File: src/rtl/bwt_pkg.sv
// Shared types and width helpers for the BWT job scheduler.
// No timing of its own; pure declarations.
package bwt_pkg;

  localparam logic [2:0] ST_IDLE  = 3'd0;
  localparam logic [2:0] ST_LOAD  = 3'd1;
  localparam logic [2:0] ST_START = 3'd2;
  localparam logic [2:0] ST_WAIT  = 3'd3;
  localparam logic [2:0] ST_DRAIN = 3'd4;

  typedef enum logic [2:0] {
    IDLE  = ST_IDLE,
    LOAD  = ST_LOAD,
    START = ST_START,
    WAIT  = ST_WAIT,
    DRAIN = ST_DRAIN
  } sched_state_e;

  localparam int unsigned DEF_STRING_LEN = 64;
  localparam int unsigned DEF_N_REQ      = 4;
  localparam int unsigned DEF_TIMEOUT    = 4096;

  // Index width that never collapses to zero for a single requester.
  function automatic int unsigned idx_w(input int unsigned n);
    return (n > 1) ? $clog2(n) : 1;
  endfunction

  function automatic int unsigned rr_idx(input int unsigned p, input int unsigned k,
                                         input int unsigned n);
    return (p + k) % n;
  endfunction

endpackage

File: src/rtl/bwt_job_scheduler_arb.sv
// Round-robin arbiter: first requester at or above ptr, wrapping; purely combinational.
// No backpressure; grant is one-hot, idx is its encoded position.
module rr_arbiter
  import bwt_pkg::*;
#(
  parameter int unsigned N_REQ = 4,
  localparam int unsigned IW = idx_w(N_REQ)
) (
  input  logic [N_REQ-1:0] req,
  input  logic [IW-1:0]    ptr,
  output logic [N_REQ-1:0] grant,
  output logic [IW-1:0]    idx,
  output logic             any
);

  logic [IW-1:0] cand;

  always_comb begin
    grant = '0;
    idx   = '0;
    any   = 1'b0;
    cand  = '0;
    for (int k = 0; k < N_REQ; k++) begin
      cand = IW'(rr_idx(32'(ptr), k, N_REQ));
      if (!any && req[cand]) begin
        any         = 1'b1;
        grant[cand] = 1'b1;
        idx         = cand;
      end
    end
  end

endmodule

File: src/rtl/bwt_job_scheduler.sv
// Shares one BWT sort core among N_REQ requesters, one job at a time: load, start, wait, drain.
// Drain streams 1 byte/cycle, first byte 2 cycles after DRAIN entry; a 2-entry skid absorbs out_ready stalls.
module bwt_job_scheduler
  import bwt_pkg::*;
#(
  parameter int unsigned STRING_LEN = DEF_STRING_LEN,
  parameter int unsigned N_REQ      = DEF_N_REQ,
  parameter int unsigned TIMEOUT    = DEF_TIMEOUT,
  localparam int unsigned AW = $clog2(STRING_LEN),
  localparam int unsigned IW = idx_w(N_REQ)
) (
  input  logic               clk,
  input  logic               rst,
  input  logic [N_REQ-1:0]   req_valid,
  input  logic [N_REQ*8-1:0] req_data,
  output logic [N_REQ-1:0]   req_ready,
  output logic               core_wr_en,
  output logic [AW-1:0]      core_wr_addr,
  output logic [7:0]         core_wr_data,
  output logic               core_start,
  input  logic               core_done,
  output logic [AW-1:0]      core_rd_addr,
  input  logic [7:0]         core_rd_data,
  output logic               out_valid,
  input  logic               out_ready,
  output logic [7:0]         out_data,
  output logic [IW-1:0]      out_id,
  output logic               out_last,
  output logic               busy,
  output logic               err_timeout
);

  localparam int unsigned   TW        = $clog2(TIMEOUT + 1);
  localparam logic [AW-1:0] LAST_IDX  = AW'(STRING_LEN - 1);
  localparam logic [TW-1:0] LAST_TICK = TW'(TIMEOUT - 1);
  localparam logic [IW-1:0] LAST_REQ  = IW'(N_REQ - 1);

  sched_state_e     state;
  logic [IW-1:0]    id_q, rr_ptr, next_ptr, arb_idx;
  logic [N_REQ-1:0] arb_grant, grant_q;
  logic             arb_any;
  logic [AW-1:0]    wr_cnt, rd_cnt;
  logic [TW-1:0]    timer;
  logic             rd_all, rd_pend, rd_pend_last;
  logic [1:0]       occ, fill;
  logic [1:0][7:0]  sk_dat;
  logic [1:0]       sk_last;
  logic             wr_hs, issue, pop;
  logic [7:0]       sel_byte;

  rr_arbiter #(.N_REQ(N_REQ)) u_arb (
    .req   (req_valid),
    .ptr   (rr_ptr),
    .grant (arb_grant),
    .idx   (arb_idx),
    .any   (arb_any)
  );

  assign sel_byte     = req_data[{id_q, 3'b000} +: 8];
  assign wr_hs        = (state == LOAD) && req_valid[id_q];
  assign req_ready    = (state == LOAD) ? grant_q : '0;
  assign core_wr_en   = wr_hs;
  assign core_wr_addr = wr_cnt;
  assign core_wr_data = wr_hs ? sel_byte : 8'h00;
  assign core_start   = (state == START);
  assign core_rd_addr = rd_cnt;
  assign busy         = (state != IDLE);
  assign err_timeout  = (state == WAIT) && !core_done && (timer == LAST_TICK);
  assign next_ptr     = (id_q == LAST_REQ) ? '0 : id_q + IW'(1);

  assign out_valid = (occ != 2'd0);
  assign out_data  = sk_dat[0];
  assign out_id    = id_q;
  assign out_last  = out_valid && sk_last[0];
  assign pop       = out_valid && out_ready;

  // Credit counts the slot freed by a same-cycle pop so streaming never bubbles.
  assign fill  = occ - {1'b0, pop} + {1'b0, rd_pend};
  assign issue = (state == DRAIN) && !rd_all && (fill < 2'd2);

  always_ff @(posedge clk) begin
    if (rst) begin
      state        <= IDLE;
      id_q         <= '0;
      grant_q      <= '0;
      rr_ptr       <= '0;
      wr_cnt       <= '0;
      timer        <= '0;
      rd_cnt       <= '0;
      rd_all       <= 1'b0;
      rd_pend      <= 1'b0;
      rd_pend_last <= 1'b0;
      occ          <= '0;
      sk_dat       <= '0;
      sk_last      <= '0;
    end else begin
      case (state)
        IDLE: if (arb_any) begin
          id_q    <= arb_idx;
          grant_q <= arb_grant;
          state   <= LOAD;
        end
        LOAD: if (wr_hs) begin
          if (wr_cnt == LAST_IDX) begin
            wr_cnt <= '0;
            state  <= START;
          end else begin
            wr_cnt <= wr_cnt + AW'(1);
          end
        end
        START: begin
          timer <= '0;
          state <= WAIT;
        end
        WAIT: begin
          if (core_done) begin
            rd_cnt <= '0;
            rd_all <= 1'b0;
            state  <= DRAIN;
          end else if (timer == LAST_TICK) begin
            rr_ptr <= next_ptr;
            state  <= IDLE;
          end else begin
            timer <= timer + TW'(1);
          end
        end
        DRAIN: if (pop && sk_last[0]) begin
          rr_ptr <= next_ptr;
          state  <= IDLE;
        end
        default: state <= IDLE;
      endcase

      if (issue) begin
        if (rd_cnt == LAST_IDX) begin
          rd_all <= 1'b1;
          rd_cnt <= '0;
        end else begin
          rd_cnt <= rd_cnt + AW'(1);
        end
      end
      rd_pend      <= issue;
      rd_pend_last <= issue && (rd_cnt == LAST_IDX);

      // Head entry only moves on pop, so out_* hold while stalled.
      case ({rd_pend, pop})
        2'b10: begin
          if (occ == 2'd0) begin
            sk_dat[0]  <= core_rd_data;
            sk_last[0] <= rd_pend_last;
          end else begin
            sk_dat[1]  <= core_rd_data;
            sk_last[1] <= rd_pend_last;
          end
          occ <= occ + 2'd1;
        end
        2'b01: begin
          sk_dat[0]  <= sk_dat[1];
          sk_last[0] <= sk_last[1];
          occ        <= occ - 2'd1;
        end
        2'b11: begin
          if (occ == 2'd1) begin
            sk_dat[0]  <= core_rd_data;
            sk_last[0] <= rd_pend_last;
          end else begin
            sk_dat[0]  <= sk_dat[1];
            sk_last[0] <= sk_last[1];
            sk_dat[1]  <= core_rd_data;
            sk_last[1] <= rd_pend_last;
          end
        end
        default: ;
      endcase
    end
  end

endmodule
File: config.mk
export PLATFORM = sky130hd
export DESIGN_NAME = bwt_job_scheduler
export DESIGN_NICKNAME = d
export VERILOG_FILES = /design/src/rtl/bwt_pkg.sv /design/src/rtl/bwt_job_scheduler_arb.sv /design/src/rtl/bwt_job_scheduler.sv
export SDC_FILE = /design/constraint.sdc
export NUM_CORES = 1
export LEC_CHECK = 0
export ABC_AREA = 1
export CORE_UTILIZATION = 50
export DETAILED_ROUTE_END_ITERATION = 7
export GPL_TIMING_DRIVEN = 0
export PLACE_DENSITY = 0.86
export SYNTH_ARGS = -nofsm -noshare
export SYNTH_HDL_FRONTEND = slang
export SYNTH_SLANG_ARGS = --single-unit
File: constraint.sdc
create_clock -name clk -period 2.3 [get_ports clk]
set_clock_uncertainty 0.2 [all_clocks]
set_input_delay 0.69 -clock clk [delete_from_list [all_inputs] [get_ports clk]]
set_output_delay 0.69 -clock clk [all_outputs]
set_load 0.02 [all_outputs]
==> metrics.txt, run 1 <==
CP Launch Type=flop; Hold Path Stages=2; Synth Instances=590; Worst Path Required=1.41 ns; EDFF count, synth=0; failing checks=negative setup slack; FF/Latch Area=1200 sq um; Iteration-0 DRC Markers=430; crit path max fanout=6; Post-Syn Area=3750 sq um; endpoints failing setup=18; Pleak=2.70 nW; HPWL after detailed placement=7.75 mm; die area=7850 sq um; synthesized net count=651; Total Power=3.22 mW; Initial Utilization=0.517; Post-Syn Area per Cell=6.36 sq um; Post-CTS Hold Buffers=0; gr usage total=0.302; Clock Tree Buf Depth=2; CTS buffer count=9; max_slew headroom=0.534; CP dominant cell by count=nand3_4; total gr overflow=0; pwr/cell area=573 nW/um^2; Yosys Warn Count=0; Yosys reg bits=59; core area=7250 sq um; pin count of the biggest net entering global routing=11; Fillers=503; share of layout cells above drive strength 1=0.239; sequential share of the synthesized area=0.315; DR pass1 iterations=5; Primary FF master, synth=dfxtp_1; post-synth top area share=0.315; maximum clock rate=387 MHz; crit path max-delay cell type=dfxtp_4; crit share post-route=1.12; hold_ws=0.267 ns; average wire per standard cell=17.1 microns; Worst Reg-to-Reg Cells=9; number of diodes=0; Detail Route Antenna Nets=0; max-slew violations=0; Area Growth Syn to Fin=50.0%; CTS clk-pin slew, worst paths=0.07 ns; Crit. End Element=output pin; initial antenna violation count=0; Fin. Hold Viols=0; number of global-route vias before repair=4053; Ports=88; CTS sink cnt=59; DP Worst Slack=-1.25 ns; Cell Rows=31; RSZ-0062 raised after global routing=true; CTS Root Cell=clkbuf_8; min cycle time layout=2.59 ns; htree depth=3; CTS tree=done; Setup CP Type=reg -> out; RePlAce Congestion=0.885; nets@finish=780; top cell type by total area after synthesis=dfxtp_1; final core utilization=0.776; first-pass GRT wire length=18.3 mm; outcome=finished, violations left; vias per cell=5.82; post-synth cell types=37; synth top area cells=dfxtp_1 (31%), nor2_1 (11%), nand2_1 (11%); Synth async-reset ratio=0; worst-margin pin slew=0.692 ns; WL final=14.0 mm; Die Span Y=88.6 microns; Critical Path AT=1.70 ns; Max VDD drop=0.468 mV; number of I/O port buffers=87; most instantiated cells after synthesis=nor2_1 (110), nand2_1 (105), inv_1 (64), a21oi_1 (63), dfxtp_1 (59); min setup slack post-route=-0.285 ns; CP cell instances=buf_8 -> nand2_4 -> nand3_4 -> nand3_4 -> buf_12 -> a21oi_4 -> buf_6; DRC=0; clk_lat worst skew=0.35 ns; Hold/Removal Path Class=reg -> reg; Multi-input gate area=2440 sq um; DR vias=4787; max-capacitance violation count=0; die width=88.6 microns; top-count cell post-synth=nor2_1; slowest stage delay, CP=0.41 ns
[worst paths after layout]
| path | end | startpoint | slack, ns |
|---|---|---|---|
| hold reg to reg | sk_last[1]$_SDFFE_PP0P_ | rd_pend_last$_SDFF_PP0_ | 0.27 |
| setup / recovery | core_wr_data[4] | out_id[0]$_SDFFE_PP0P_ | -0.29 |
| hold / removal | sk_last[1]$_SDFFE_PP0P_ | rd_pend_last$_SDFF_PP0_ | 0.27 |
| setup reg to reg | rr_ptr[0]$_SDFFE_PP0P_ | occ[0]$_SDFFE_PP0P_ | 0.04 |
[routing by layer]
metal / vias to the layer above / share of wire / GRT usage
met2: 313 / 0.50 / 0.519
li1: 2164 / - / -
met5: - / 0 / 0
met4: 0 / 0.050 / 0.135
met1: 2224 / 0.37 / 0.362
met3: 86 / 0.082 / 0.0644
[flip-flops by register name, indices dropped and copies added (netlist names)]
name,count
core_rd_addr,6
core_wr_addr,6
grant_q,4
occ,2
out_data,8
out_id,2
rd_all,1
rd_pend,1
rd_pend_last,1
rr_ptr,2
sk_dat,8
sk_last,2
state,3
timer,13
[cell families (layout without fill, tap and decap cells)]
| group | after synthesis | in the layout | share of synthesized area |
|---|---|---|---|
| AOI/OAI and AO/OA | 123 | 124 | 0.170 |
| xor gates and xnor gates | 6 | 6 | 0.0140 |
| buffers and inverters | 97 | 230 | 0.118 |
| adders and majority gates | 13 | 13 | 0.0434 |
| DFF | 59 | 59 | 0.315 |
| and+or+nand+nor | 292 | 292 | 0.340 |
[where the power goes]
part	leakage, nW	total (mW)	switching (mW)	internal [mW]
logic	2.12	1.16	0.657	0.508
clock network	0.0977	0.931	0.425	0.506
registers	0.483	1.13	0.0477	1.08
total	2.70	3.22	1.13	2.09
[repair_timing]
item | CTS | global route
setup buffers | 16 | 12
gates cloned | 1 | 3
endpoints found under the setup margin | 23 | 48
hold endpoints to repair | 0 | 0
pin swaps | 17 | 27
gates resized for setup | 179 | 66
[cell usage in the layout (no fill, tap or decap), types with 6 or more instances in the layout]
cell type        instances
nand4_1                  7
nand2_4                  6
o21ai_2                 16
nor2_1                 105
a21oi_4                  8
a21oi_1                 53
o21ai_1                  6
nor2_2                   6
buf_4                   38
buf_2                    7
nand3_1                 36
dfxtp_1                 50
nor2_4                   6
clkbuf_8                13
dlygate4sd2_1           14
nand2_1                 97
inv_2                    7
buf_6                   18
o21ai_0                 32
dlymetal6s2s_1          21
ha_1                    10
nor3_1                   9
inv_1                   62
nand2_2                  9
clkdlybuf4s50_1         32
[worst max-delay path: cells and delay by family, from the launching register on]
kind,cells,cell delay (ns)
buffers and inverters,3,0.49
DFF,1,0.41
and+or+nand+nor,3,0.30
AOI/OAI and AO/OA,1,0.12
[final cells by class]
| class | instances | area share |
|---|---|---|
| Sequential cell | 59 | 0.214 |
| Tap cell | 99 | 0.0220 |
| Inverter | 74 | 0.0547 |
| Timing Repair Buffer | 117 | 0.205 |
| Multi-Input combinational cell | 435 | 0.433 |
| Buffer | 23 | 0.0356 |
| Clock inverter | 3 | 0.00356 |
| Clock buffer | 13 | 0.0318 |
[metrics by stage]
stage	instance area (sq um)	instances	TNS, ns
finish	5630	823	-3.30
global route	5630	823	-4.51
CTS	5300	809	-1.96
detailed placement	4840	776	-21.63
global placement	4840	776	-19.65
floorplan	3850	590	0
Power figures use the tool's default switching activity.
==> inputs of run 2 (changes only) <==
--- a/config.mk
+++ b/config.mk
@@ -6,10 +6,12 @@
 export NUM_CORES = 1
 export LEC_CHECK = 0
 export ABC_AREA = 1
-export CORE_UTILIZATION = 50
+export CELL_PAD_IN_SITES_DETAIL_PLACEMENT = 1
+export CELL_PAD_IN_SITES_GLOBAL_PLACEMENT = 1
+export CORE_UTILIZATION = 35
 export DETAILED_ROUTE_END_ITERATION = 7
 export GPL_TIMING_DRIVEN = 0
-export PLACE_DENSITY = 0.86
+export PLACE_DENSITY = 0.87
 export SYNTH_ARGS = -nofsm -noshare
 export SYNTH_HDL_FRONTEND = slang
 export SYNTH_SLANG_ARGS = --single-unit
==> metrics.txt, run 2 (same netlist as run 1, synthesis figures left out) <==
outcome=finished, violations left (unchanged); failing checks=negative setup slack (unchanged); pwr/cell area=577 nW/um^2 (was 573 nW/um^2); DP Worst Slack=-1.30 ns (was -1.25 ns); Area Growth Syn to Fin=50.3% (was 50.0%); DR vias=4771 (was 4787); vias per cell=5.58 (was 5.82); CP cell instances=buf_6 -> clkinv_8 -> nand3_4 -> nand3_4 -> buf_12 -> a21oi_4 -> buf_6 (was buf_8 -> nand2_4 -> nand3_4 -> nand3_4 -> buf_12 -> a21oi_4 -> buf_6); Placed Area=4890 sq um (was 4840 sq um); WL final=17.0 mm (was 14.0 mm); final std cells w/o fill=855 (was 823); max reg flops=13 (unchanged); max_slew headroom=0.453 (was 0.534); Largest Register=timer (unchanged); WL met1=6.31 mm (was 5.23 mm); dpl cells=813 (was 776); RePlAce Congestion=0.865 (was 0.885); Worst Path Required=1.41 ns (about the same); gr usage total=0.300 (was 0.302); htree depth=3 (unchanged); RSZ-0062 raised after global routing=true (unchanged); total gr overflow=0 (unchanged); most frequent cells in the layout=nor2_1 (102), nand2_1 (96), inv_1 (60), a21oi_1 (55), dfxtp_1 (49) (was nor2_1 (105), nand2_1 (97), inv_1 (62), a21oi_1 (53), dfxtp_1 (50)); slowest stage delay, CP=0.37 ns (was 0.41 ns); Clock Tree Buf Depth=2 (unchanged); crit share post-route=1.13 (was 1.12); die width=106 microns (was 88.6 microns); CP top delay family=buffers and inverters (unchanged); Fin. Hold Viols=0 (unchanged); Die Span Y=106 microns (was 88.6 microns); max-capacitance violation count=0 (unchanged); Crit. End Element=output pin (unchanged); Design Area, Final=5640 sq um (was 5630 sq um); die area=11100 sq um (was 7850 sq um); Hold/Removal Path Class=reg -> reg (unchanged); worst-margin pin slew=0.813 ns (was 0.692 ns); CTS Root Cell=clkbuf_8 (unchanged); DR pass1 iterations=5 (unchanged); Psw=1.23 mW (was 1.13 mW); Critical Path AT=1.70 ns (about the same); DRC=0 (unchanged); crit path max-delay cell type=dfxtp_2 (was dfxtp_4); Ports=88 (unchanged); Bufs and invs on worst path=4 (was 3); core area=10400 sq um (was 7250 sq um); CTS sink cnt=59 (unchanged); highest metal used=met4 (unchanged); Internal=2.02 mW (was 2.09 mW); Setup CP Type=reg -> out (unchanged); initial antenna violation count=0 (unchanged); number of global-route vias before repair=5189 (was 4053); sequential share of power=0.345 (was 0.349); Initial Utilization=0.362 (was 0.517); Max VDD drop=0.338 mV (was 0.468 mV); metal2 WL=8.85 mm (was 6.96 mm); Comb pwr share=0.373 (was 0.362); maximum clock rate=386 MHz (was 387 MHz); min cycle time layout=2.59 ns (about the same); Pleak=2.62 nW (was 2.70 nW); max-slew violations=0 (unchanged); HPWL after detailed placement=9.64 mm (was 7.75 mm); hold_ws=0.295 ns (was 0.267 ns); pin count of the biggest net entering global routing=13 (was 11); clk_lat worst skew=0.35 ns (about the same); Iteration-0 DRC Markers=268 (was 430); first-pass GRT wire length=26.2 mm (was 18.3 mm); nets@finish=775 (was 780); share of layout cells above drive strength 1=0.250 (was 0.239); CTS buffer count=9 (unchanged); Post-CTS Hold Buffers=0 (unchanged); CTS tree=done (unchanged); CTS clk-pin slew, worst paths=0.08 ns (was 0.07 ns); crit path max fanout=10 (was 6); average wire per standard cell=19.9 microns (was 17.1 microns); CP Launch Type=flop (unchanged); most common cell after layout, fill and taps aside=nor2_1 (unchanged); Cell Rows=37 (was 31); number of I/O port buffers=87 (unchanged); clock group share of total power=0.282 (was 0.289); total negative slack=-3.20 ns (was -3.30 ns); number of diodes=0 (unchanged); Sw Ratio=0.379 (was 0.350); endpoints failing setup=14 (was 18); metal3 WL=828 microns (was 1.15 mm); min setup slack post-route=-0.289 ns (was -0.285 ns); Detail Route Antenna Nets=0 (unchanged)
==> run 2: final timing paths <==
| check | startpoint | endpoint | slack, ns | cells after the start |
|---|---|---|---|---|
| worst min register to register | rd_all$_SDFF_PP0_ | rd_all$_SDFF_PP0_ | 0.29 | 2 |
| worst max register to register | rr_ptr[1]$_SDFFE_PP0P_ | out_id[1]$_SDFFE_PP0P_ | 0.06 | 11 |
| worst max-delay path | out_id[1]$_SDFFE_PP0P_ | core_wr_data[5] | -0.29 | 7 |
| worst min-delay path | rd_all$_SDFF_PP0_ | rd_all$_SDFF_PP0_ | 0.29 | 2 |
==> run 2: cell type report <==
cell class | instances | area, sq um
inverter | 74 | 322
tap | 136 | 170
sequential | 59 | 1200
clock inverter | 6 | 48.8
timing repair buffer | 112 | 1060
fill | 1321 | 4730
clock buffer | 10 | 138
buffer | 23 | 206
multi-input combinational | 435 | 2490
==> run 2: worst min-delay path: cells and delay by family (launching register included) <==
kind / cells / cell delay, ns
compound gates: 1 / 0.06
flops: 1 / 0.32
simple gates: 1 / 0.08
==> run 2: power groups by stage <==
stage / Clock, mW / Combinational (mW) / Sequential [mW]
floorplan: 0 / 0.539 / 1.14
CTS: 0.903 / 1.09 / 1.12
global placement: 0 / 0.861 / 1.13
detailed placement: 0 / 0.899 / 1.14
finish: 0.917 / 1.21 / 1.12
global route: 0.960 / 1.28 / 1.13
==> run 2: timing repair <==
item,CTS,global route
resized for setup,223,48
pin swaps,42,13
gates cloned,1,1
setup buffers,21,3
setup endpoints to repair,38,65
==> run 2: per-stage QoR <==
stage,power [mW],util
floorplan,1.68,-
global placement,1.99,0.472
detailed placement,2.04,0.472
CTS,3.11,0.527
global route,3.37,0.544
finish,3.25,0.544
==> run 2: layer usage <==
layer,global-route usage,up-vias
met5,0,-
met4,0.151,0
met3,0.0550,96
met2,0.562,208
met1,0.319,2310
li1,-,2157
==> inputs of run 3 (changes only) <==
--- a/config.mk
+++ b/config.mk
@@ -5,10 +5,11 @@
 export SDC_FILE = /design/constraint.sdc
 export NUM_CORES = 1
 export LEC_CHECK = 0
-export ABC_AREA = 1
+export ABC_AREA = 0
 export CELL_PAD_IN_SITES_DETAIL_PLACEMENT = 1
 export CELL_PAD_IN_SITES_GLOBAL_PLACEMENT = 1
-export CORE_UTILIZATION = 35
+export CORE_ASPECT_RATIO = 2
+export CORE_UTILIZATION = 37
 export DETAILED_ROUTE_END_ITERATION = 7
 export GPL_TIMING_DRIVEN = 0
 export PLACE_DENSITY = 0.87
==> metrics.txt, run 3 <==
nets@finish=608 (was 775); WL final=14.8 mm (was 17.0 mm); slowest stage delay, CP=0.52 ns (was 0.37 ns); synthesized net count=483 (was 651); outcome=finished, violations left (unchanged); Hold/Removal Path Class=reg -> reg (unchanged); CP cell instances=buf_8 -> mux4_2 -> nand3_4 -> inv_4 -> and2_4 -> buf_6 (was buf_6 -> clkinv_8 -> nand3_4 -> nand3_4 -> buf_12 -> a21oi_4 -> buf_6); failing checks=negative setup slack (unchanged); Design Area, Final=5420 sq um (was 5640 sq um); initial antenna violation count=0 (unchanged); RSZ-0062 raised after global routing=true (unchanged); die width=71.4 microns (was 106 microns); CTS buffer count=9 (unchanged); DRC=0 (unchanged); clock group share of total power=0.455 (was 0.282); Area Growth Syn to Fin=52.0% (was 50.3%); Psw=872 uW (was 1.23 mW); pwr/cell area=590 nW/um^2 (was 577 nW/um^2); Synth async-reset ratio=0 (unchanged); min cycle time layout=2.68 ns (was 2.59 ns); Post-Syn Area per Cell=8.45 sq um (was 6.36 sq um); most frequent cells in the layout=nor2_1 (54), dfxtp_1 (43), buf_4 (39), dlygate4sd2_1 (36), nand2_1 (28) (was nor2_1 (102), nand2_1 (96), inv_1 (60), a21oi_1 (55), dfxtp_1 (49)); Comb pwr share=0.204 (was 0.373); Clock Tree Buf Depth=2 (unchanged); Fin. Hold Viols=0 (unchanged); total gr overflow=0 (unchanged); CTS sink cnt=59 (unchanged); max reg flops=13 (unchanged); Iteration-0 DRC Markers=186 (was 268); max-capacitance violation count=0 (unchanged); number of global-route vias before repair=4273 (was 5189); average wire per standard cell=22.6 microns (was 19.9 microns); clk_lat worst skew=0.33 ns (was 0.35 ns); CTS Root Cell=clkbuf_16 (was clkbuf_8); Pleak=2.20 nW (was 2.62 nW); number of diodes=0 (unchanged); max-slew violations=0 (unchanged); Crit. End Element=output pin (unchanged); post-synth cell types=53 (was 37); Placed Area=4630 sq um (was 4890 sq um); CTS clk-pin slew, worst paths=0.05 ns (was 0.08 ns); Total Power=3.20 mW (was 3.25 mW); max_slew headroom=0.551 (was 0.453); most common cell after layout, fill and taps aside=nor2_1 (unchanged); first-pass GRT wire length=22.2 mm (was 26.2 mm); CP Launch Type=primary input (was flop); top cell type by total area after synthesis=dfxtp_1 (unchanged); CP top delay family=multiplexers (was buffers and inverters); sequential share of power=0.341 (was 0.345); EDFF count, synth=0 (unchanged); sequential share of the synthesized area=0.331 (was 0.315); total negative slack=-3.59 ns (was -3.20 ns); Sw Ratio=0.273 (was 0.379); endpoints failing setup=13 (was 14); CTS tree=done (unchanged); Post-Syn Area=3570 sq um (was 3750 sq um); DR pass1 iterations=4 (was 5); DP Worst Slack=-1.43 ns (was -1.30 ns); Detail Route Antenna Nets=0 (unchanged); post-synth top area share=0.331 (was 0.315); vias per cell=6.03 (was 5.58); Fillers=1070 (was 1321); die area=10100 sq um (was 11100 sq um); Internal=2.33 mW (was 2.02 mW); crit share post-route=1.16 (was 1.13); top-count cell post-synth=dfxtp_1 (was nor2_1); Worst Path Required=1.41 ns (about the same); Bufs and invs on worst path=3 (was 4); share of layout cells above drive strength 1=0.308 (was 0.250); min setup slack post-route=-0.377 ns (was -0.289 ns); most instantiated cells after synthesis=dfxtp_1 (59), nor2_1 (55), nand2_1 (28), a21oi_1 (22), mux2i_1 (19) (was nor2_1 (110), nand2_1 (105), inv_1 (64), a21oi_1 (63), dfxtp_1 (59)); pin count of the biggest net entering global routing=11 (was 13); Yosys Warn Count=0 (unchanged); htree depth=3 (unchanged); Primary FF master, synth=dfxtp_1 (unchanged); worst-margin pin slew=0.673 ns (was 0.813 ns); Max VDD drop=0.361 mV (was 0.338 mV); RePlAce Congestion=0.831 (was 0.865); Critical Path AT=1.79 ns (was 1.70 ns); Setup CP Type=in -> out (was reg -> out); core area=9380 sq um (was 10400 sq um); Initial Utilization=0.380 (was 0.362); number of I/O port buffers=86 (was 87); DR vias=3957 (was 4771); Die Span Y=141 microns (was 106 microns); Largest Register=timer (unchanged); Yosys reg bits=59 (unchanged); hold_ws=0.294 ns (was 0.295 ns); Ports=88 (unchanged); maximum clock rate=374 MHz (was 386 MHz); Synth Instances=422 (was 590); crit path max fanout=5 (was 10); crit path max-delay cell type=mux4_2 (was dfxtp_2); HPWL after detailed placement=8.75 mm (was 9.64 mm); Cell Rows=50 (was 37); gr usage total=0.290 (was 0.300); synth top area cells=dfxtp_1 (33%), mux4_2 (6.9%), nor2_1 (5.8%) (was dfxtp_1 (31%), nor2_1 (11%), nand2_1 (11%))
run 3: final cells by class:
cell class	instances	area [sq um]	share of cell area
Multi-Input combinational cell	315	2430	0.449
Timing Repair inverter	1	6.26	0.00115
Tap cell	104	130	0.0240
Clock inverter	3	43.8	0.00808
Clock buffer	13	280	0.0517
Buffer	26	166	0.0307
Sequential cell	59	1220	0.225
Inverter	18	85.1	0.0157
Timing Repair Buffer	117	1050	0.194
run 3: worst register-to-register path, cell delays in order, from the launching register on:
cell	delay [ns]
dfxtp_2	0.38
buf_8	0.16
mux4_2	0.25
nand3_4	0.16
buf_4	0.22
or4b_2	0.68
a21oi_2	0.20
run 3: metal layers:
| layer | up-vias | wire, microns | track usage | share of wire |
|---|---|---|---|---|
| met5 | - | 0 | 0 | 0 |
| met1 | 1971 | 4870 | 0.259 | 0.33 |
| met2 | 156 | 8570 | 0.581 | 0.58 |
| met3 | 61 | 646 | 0.0465 | 0.044 |
| li1 | 1769 | - | - | - |
| met4 | 0 | 749 | 0.167 | 0.050 |
run 3: kinds of logic (layout without fill, tap and decap cells):
logic type,Yosys count,after routing,share of synthesized area
adders and majority gates,13,13,0.0456
xor gates and xnor gates,13,13,0.0319
buffers and inverters,48,178,0.0607
DFF,59,59,0.331
AOI/OAI and AO/OA,79,79,0.147
muxes,32,32,0.129
and+or+nand+nor,178,178,0.255
run 3: timing repair:
| item | CTS | global route |
|---|---|---|
| hold buffers | 0 | 0 |
| gates cloned | 1 | 0 |
| setup endpoints to repair | 60 | 52 |
| gates resized for setup | 205 | 45 |
| pin swaps | 16 | 28 |
| setup buffers | 25 | 11 |
run 3: final timing paths:
kind / startpoint / to / slack (ns) / cells after the start
hold reg to reg: out_data[1]$_SDFFE_PP0P_ / out_data[1]$_SDFFE_PP0P_ / 0.29 / 2
setup reg to reg: out_id[1]$_SDFFE_PP0P_ / core_wr_addr[3]$_SDFFE_PP0P_ / -0.03 / 6
setup / recovery: req_valid[3] / core_wr_data[0] / -0.38 / 6
hold / removal: out_data[1]$_SDFFE_PP0P_ / out_data[1]$_SDFFE_PP0P_ / 0.29 / 2
run 3: stage by stage:
| step | instances | util |
|---|---|---|
| final | 656 | 0.578 |
| after global placement | 612 | 0.493 |
| after floorplan | 422 | - |
| after CTS | 651 | 0.564 |
| after global routing | 656 | 0.578 |
| after detailed placement | 612 | 0.493 |
run 3: power groups by stage:
stage               clock network [mW]  registers [mW]  logic, mW
floorplan                            0            1.11      0.331
global placement                     0            1.11      0.560
detailed placement                   0            1.11      0.576
CTS                               1.43            1.09      0.600
global route                      1.51            1.10      0.690
finish                            1.45            1.09      0.652
